--- src/rtl/stack_queue_ctrl.sv ---
// stack_queue_ctrl: pointer/count sequencer for a shared 2^AW-entry store.
// One latched mode bit selects LIFO (stack) or FIFO (queue) use of the same
// storage. Requests are taken only in IDLE; each accepted op drives one-cycle
// write/read strobes and ends with a one-cycle DONE pulse. Rejected requests
// end with a one-cycle ERR pulse and leave all pointers and the count alone.
//
// Handshake: READY=1 exactly when the FSM is in IDLE. PUSH/POP/FLUSH are
// sampled on a rising edge only if READY was 1 in the cycle before that edge.
// Values on them in any other cycle are ignored.
module stack_queue_ctrl #(
    parameter int AW = 3
) (
    input  logic          CLK,
    input  logic          Clr,
    input  logic          MODE,
    input  logic          PUSH,
    input  logic          POP,
    input  logic          FLUSH,
    output logic          READY,
    output logic          WE,
    output logic [AW-1:0] WADDR,
    output logic          RE,
    output logic [AW-1:0] RADDR,
    output logic          DONE,
    output logic          ERR,
    output logic          FULL,
    output logic          EMPTY,
    output logic [AW:0]   COUNT,
    output logic [1:0]    dbg_state
);

    typedef enum logic [1:0] {
        IDLE = 2'd0,
        OPW  = 2'd1,
        OPR  = 2'd2,
        OPRW = 2'd3
    } state_t;

    localparam logic [AW:0]   DEPTH = {1'b1, {AW{1'b0}}};
    localparam logic [AW:0]   ONE_C = {{AW{1'b0}}, 1'b1};
    localparam logic [AW-1:0] ONE_P = {{(AW-1){1'b0}}, 1'b1};

    state_t        state, state_n;
    logic [AW-1:0] wp, wp_n;
    logic [AW-1:0] rp, rp_n;
    logic [AW:0]   count, count_n;
    logic [AW:0]   count_m1;
    logic          mq, mq_n;
    logic          pair, pair_n;     // current OPW is the write half of a combined op
    logic          done_q, done_n;
    logic          err_q, err_n;
    logic          full_q, empty_q;

    // State register; Clr wins over everything and drops any in-flight op.
    always_ff @(posedge CLK) begin
        if (Clr) begin
            state <= IDLE;
        end else begin
            state <= state_n;
        end
    end

    // Datapath registers; FULL/EMPTY are derived from the next count so they
    // always agree with COUNT in the same cycle.
    always_ff @(posedge CLK) begin
        if (Clr) begin
            wp      <= '0;
            rp      <= '0;
            count   <= '0;
            mq      <= 1'b0;
            pair    <= 1'b0;
            done_q  <= 1'b0;
            err_q   <= 1'b0;
            full_q  <= 1'b0;
            empty_q <= 1'b1;
        end else begin
            wp      <= wp_n;
            rp      <= rp_n;
            count   <= count_n;
            mq      <= mq_n;
            pair    <= pair_n;
            done_q  <= done_n;
            err_q   <= err_n;
            full_q  <= (count_n == DEPTH);
            empty_q <= (count_n == '0);
        end
    end

    // Next-state and next-register decode: request priority in IDLE, commit in op states.
    always_comb begin
        state_n = state;
        wp_n    = wp;
        rp_n    = rp;
        count_n = count;
        mq_n    = mq;
        pair_n  = 1'b0;
        done_n  = 1'b0;
        err_n   = 1'b0;
        case (state)
            IDLE: begin
                if (FLUSH) begin
                    wp_n    = '0;
                    rp_n    = '0;
                    count_n = '0;
                    done_n  = 1'b1;
                end else if (PUSH || POP) begin
                    if ((MODE != mq) && (count != '0)) begin
                        // Mode may only change while the store is empty.
                        err_n = 1'b1;
                    end else begin
                        mq_n = MODE;
                        if (PUSH && !POP) begin
                            if (count == DEPTH) err_n = 1'b1;
                            else                state_n = OPW;
                        end else if (POP && !PUSH) begin
                            if (count == '0) err_n = 1'b1;
                            else             state_n = OPR;
                        end else begin
                            // Combined op only makes sense for a non-empty queue.
                            if (!MODE || (count == '0)) err_n = 1'b1;
                            else                        state_n = OPRW;
                        end
                    end
                end
            end
            OPW: begin
                if (!pair) begin
                    count_n = count + ONE_C;
                end
                if (mq) begin
                    wp_n = wp + ONE_P;
                end
                done_n  = 1'b1;
                state_n = IDLE;
            end
            OPR: begin
                count_n = count - ONE_C;
                if (mq) begin
                    rp_n = rp + ONE_P;
                end
                done_n  = 1'b1;
                state_n = IDLE;
            end
            OPRW: begin
                // Read frees a slot first, so the write that follows is legal even when full.
                rp_n    = rp + ONE_P;
                pair_n  = 1'b1;
                state_n = OPW;
            end
            default: begin
                state_n = IDLE;
            end
        endcase
    end

    // Strobes and addresses; strobes are suppressed in a cycle where Clr is high.
    always_comb begin
        count_m1  = count - ONE_C;
        READY     = (state == IDLE);
        WE        = (state == OPW) && !Clr;
        RE        = ((state == OPR) || (state == OPRW)) && !Clr;
        WADDR     = mq ? wp : count[AW-1:0];
        RADDR     = mq ? rp : count_m1[AW-1:0];
        DONE      = done_q;
        ERR       = err_q;
        FULL      = full_q;
        EMPTY     = empty_q;
        COUNT     = count;
        dbg_state = state;
    end

endmodule

--- config.mk ---
export PLATFORM = sky130hd
export DESIGN_NAME = stack_queue_ctrl
export DESIGN_NICKNAME = d
export VERILOG_FILES = /design/src/rtl/stack_queue_ctrl.sv
export SDC_FILE = /design/constraint.sdc
export NUM_CORES = 1
export LEC_CHECK = 0
export BUFFER_PORTS_ARGS = -buffer_cell sky130_fd_sc_hd__clkbuf_2
export CAP_MARGIN = 20
export CORE_AREA = 2 2 51 53
export DETAILED_ROUTE_END_ITERATION = 10
export DIE_AREA = 0 0 53 55
export HOLD_SLACK_MARGIN = 0.06
export PLACE_DENSITY = 0.77
export REMOVE_ABC_BUFFERS = 1
export SLEW_MARGIN = 20
export SYNTH_ARGS = -nofsm -noshare
export SYNTH_HDL_FRONTEND = slang
export SYNTH_SLANG_ARGS = --single-unit
--- constraint.sdc ---
create_clock -name CLK -period 2.5 [get_ports CLK]
set_input_delay 0.5 -clock CLK [delete_from_list [all_inputs] [get_ports CLK]]
set_output_delay 0.5 -clock CLK [all_outputs]
set_load 0.02 [all_outputs]
==> impl_metrics.ini <==
[logic_synthesis]
ys_dominant_reg_cell = dfxtp_1
ys_seq_area_share_pct = 28.0
ys_ff_latch = 18
synth.avg_cell_area_um2 = 8.36
yosysWarnings = 0
synth_edf_count = 0
syn_inst = 154
yosysUniqueCellTypes = 51
synth_area_mm2 = 0.00129
async_reset_ff_share_pct = 0

[drt]
highest_layer = met4
vias_per_cell = 5.66
wl_met2_mm = 1.31
firstDrtPassIters = 4
first_iter_violations = 24
wire_per_inst_um = 13.5
met1_length_mm = 1.32
post-route-drc-count = 0
vias = 1154
wl_met3_um = 88
antenna_left = 0
routed_wl_mm = 2.76

[hold_path]
hp-start = wp[2]
hold_path.class = flip-flop to flip-flop
min_to = wp[2]
min_path_cells = 2

[timing]
finalClockSkew_ns = 0.00707
slew_violations = 0
tightest_slew_ns = 0.548
grt_setup_unrepaired = no
fin_crit_sh_pct = 87.6
timing.slew.headroom_pct = 63.2
finalSetupTns_ns = 0
fmax_mhz = 456
final-setup-viol-count = 0
fin_crit_ns = 2.19
finalHoldViolations = 0

[floorplan]
start_util_pct = 54.4
rows = 18
die_w_um = 53
core_area_mm2 = 0.00236
die_area_mm2 = 0.00292
die_h_um = 55
ios = 25

[cells_and_area]
fin_nets = 191
antenna_cells = 0
areaGrowthSynthToFinish_pct = 12.1
n_fill_cell = 223
seqCellArea_um2 = 360
layout-drive-gt1-share_pct = 23.0
fin_util_pct = 61.1
multi_input_area_um2 = 818

[power]
p_leak_nw = 0.622
power_density_mw_per_mm2 = 1310
peakVddDrop_uv = 789
internal_power_uw = 956
combinationalPowerShare_pct = 65.1
clockPowerShare_pct = 9.8
total_power_mw = 1.89
switching_share_pct = 49.6
p_sw_uw = 939
seq_power_share_pct = 25.1

[setup_path]
r2r-end = rp[2]
cp-end-kind = primary output
cp.required_ns = 2.00
r2r_start = dbg_state[0]
cp.arrival_ns = 1.69
reg2regPathDepth = 7
path_max_fanout = 8
rrSetupSlack_ns = 0.47
cp-start-kind = flip-flop
path_class = flip-flop to primary output

[placed_design]
hpwl_mm = 2.06
portBuffers = 24
globalplace.congestion = 0.844

[run_status]
status = finished, final reports clean

[global_route]
grt_pass1_vias = 1016
grt_use_total_pct = 21.6
grt_max_degree = 15
grt_first_pass_wirelength_mm = 4.61
antenna_found_initial = 0
grt.overflow.total = 0

[clocking]
cts_inserted_buffers = 3
cts_resized = 0
clkTransAtPathRegs_ns = 0.11
clkSinkCount = 18
clk_path_buf_depth = 2
insertion_delay_ns = 0.30
cts_tree = built
cts_hold_buf = 0
cts_setup_buffers = 0
cts_root_buf = clkbuf_4
cts_max_level = 1

[flow_run]
max_cap_viol_count = 0
[power groups by stage]
stage	clock network (mW)	logic, mW	registers (mW)
6_report	0.186	1.23	0.475
5_1_grt	0.204	1.37	0.487
4_1_cts	0.186	1.24	0.474
3_5_place_dp	0	1.23	0.482
3_3_place_gp	0	1.21	0.475
2_1_floorplan	0	0.840	0.541
[cells in the final DEF (no fill, tap or decap), drive strengths merged, types with 2 or more instances in the layout]
cell | Yosys | layout
clkbuf | 4 | 28
dfxtp | 18 | 18
inv | 13 | 13
nand2 | 12 | 12
ha | 10 | 10
nor2 | 8 | 8
o21ai | 7 | 7
nor2b | 7 | 7
mux2i | 6 | 6
a21oi | 6 | 6
nor3 | 5 | 5
a211oi | 5 | 5
and2 | 4 | 4
o31ai | 3 | 3
a211o | 3 | 3
buf | 7 | 3
o211ai | 3 | 3
xnor2 | 2 | 2
nand3 | 2 | 2
nand2b | 2 | 2
xor2 | 2 | 2
or3b | 2 | 2
nor4 | 2 | 2
[synthesized netlist by cell type, types with 2 or more instances]
| library cell | number | area (µm²) |
|---|---|---|
| dfxtp_1 | 18 | 360 |
| inv_1 | 13 | 48.8 |
| nand2_1 | 12 | 45.0 |
| ha_1 | 10 | 125 |
| nor2_1 | 8 | 30.0 |
| nor2b_1 | 7 | 43.8 |
| o21ai_0 | 7 | 35.0 |
| a21oi_1 | 6 | 30.0 |
| mux2i_1 | 6 | 60.1 |
| buf_2 | 5 | 25.0 |
| nor3_1 | 5 | 25.0 |
| a211oi_1 | 4 | 30.0 |
| and2_1 | 4 | 25.0 |
| a211o_1 | 3 | 26.3 |
| clkbuf_1 | 3 | 11.3 |
| o31ai_1 | 3 | 22.5 |
| nand2b_1 | 2 | 12.5 |
| nand3_1 | 2 | 10.0 |
| o211ai_1 | 2 | 15.0 |
| xnor2_1 | 2 | 17.5 |
| xor2_1 | 2 | 17.5 |
[worst max path at each step]
stage	cells after the start	endpoint	from	slack (ns)
floorplan	6	rp[2]	dbg_state[0]	0.42
global placement	7	rp[2]	dbg_state[0]	0.61
detailed placement	7	rp[2]	dbg_state[0]	0.51
CTS	5	RADDR[2]	COUNT[0]	0.32
global route	5	RADDR[2]	COUNT[0]	0.18
finish	5	RADDR[2]	COUNT[0]	0.31
[cell type report]
| cell class | instances | area share (%) |
|---|---|---|
| timing repair buffer | 27 | 9.88 |
| tap | 30 | 2.60 |
| sequential | 18 | 25.0 |
| clock buffer | 4 | 2.51 |
| inverter | 13 | 3.38 |
| multi-input combinational | 112 | 56.7 |
[logic make-up after synthesis]
logic type	count (synthesis)	share of synthesized area (%)
AO/OA/AOI/OAI	39	22.4
adder cells (fa/ha/maj)	10	9.72
buffers and inverters	24	8.45
multiplexers	7	5.54
XOR/XNOR	4	2.72
AND/OR/NAND/NOR	52	23.2
flip-flops	18	28.0
[metal layers]
layer  vias up  global-route usage, %
met2        24                   36.3
met4         0                   11.1
met5         -                      0
li1        593                      -
met1       533                   27.1
met3         4                   3.23
[stage by stage]
step | cell area (µm²) | setup WS (ns) | hold slack [ns] | instances
2_1_floorplan | 1230 | 0.419 | 0.449 | 143
3_3_place_gp | 1410 | 0.610 | 0.475 | 200
3_5_place_dp | 1410 | 0.507 | 0.489 | 200
4_1_cts | 1440 | 0.316 | 0.506 | 204
5_1_grt | 1440 | 0.184 | 0.554 | 204
6_report | 1440 | 0.309 | 0.505 | 204
[flip-flops by register name, indices dropped and copies added, names as in the netlist]
| name | flops |
|---|---|
| DONE | 1 |
| COUNT | 4 |
| pair | 1 |
| mq | 1 |
| FULL | 1 |
| EMPTY | 1 |
| ERR | 1 |
| rp | 3 |
| wp | 3 |
| dbg_state | 2 |
[critical path, stage by stage (launching register included)]
cell      delay [ns]
dfxtp_1         0.48
inv_1           0.16
ha_1            0.28
xnor2_1         0.13
o21ai_0         0.15
clkbuf_2        0.19
Power figures use the tool's default switching activity.
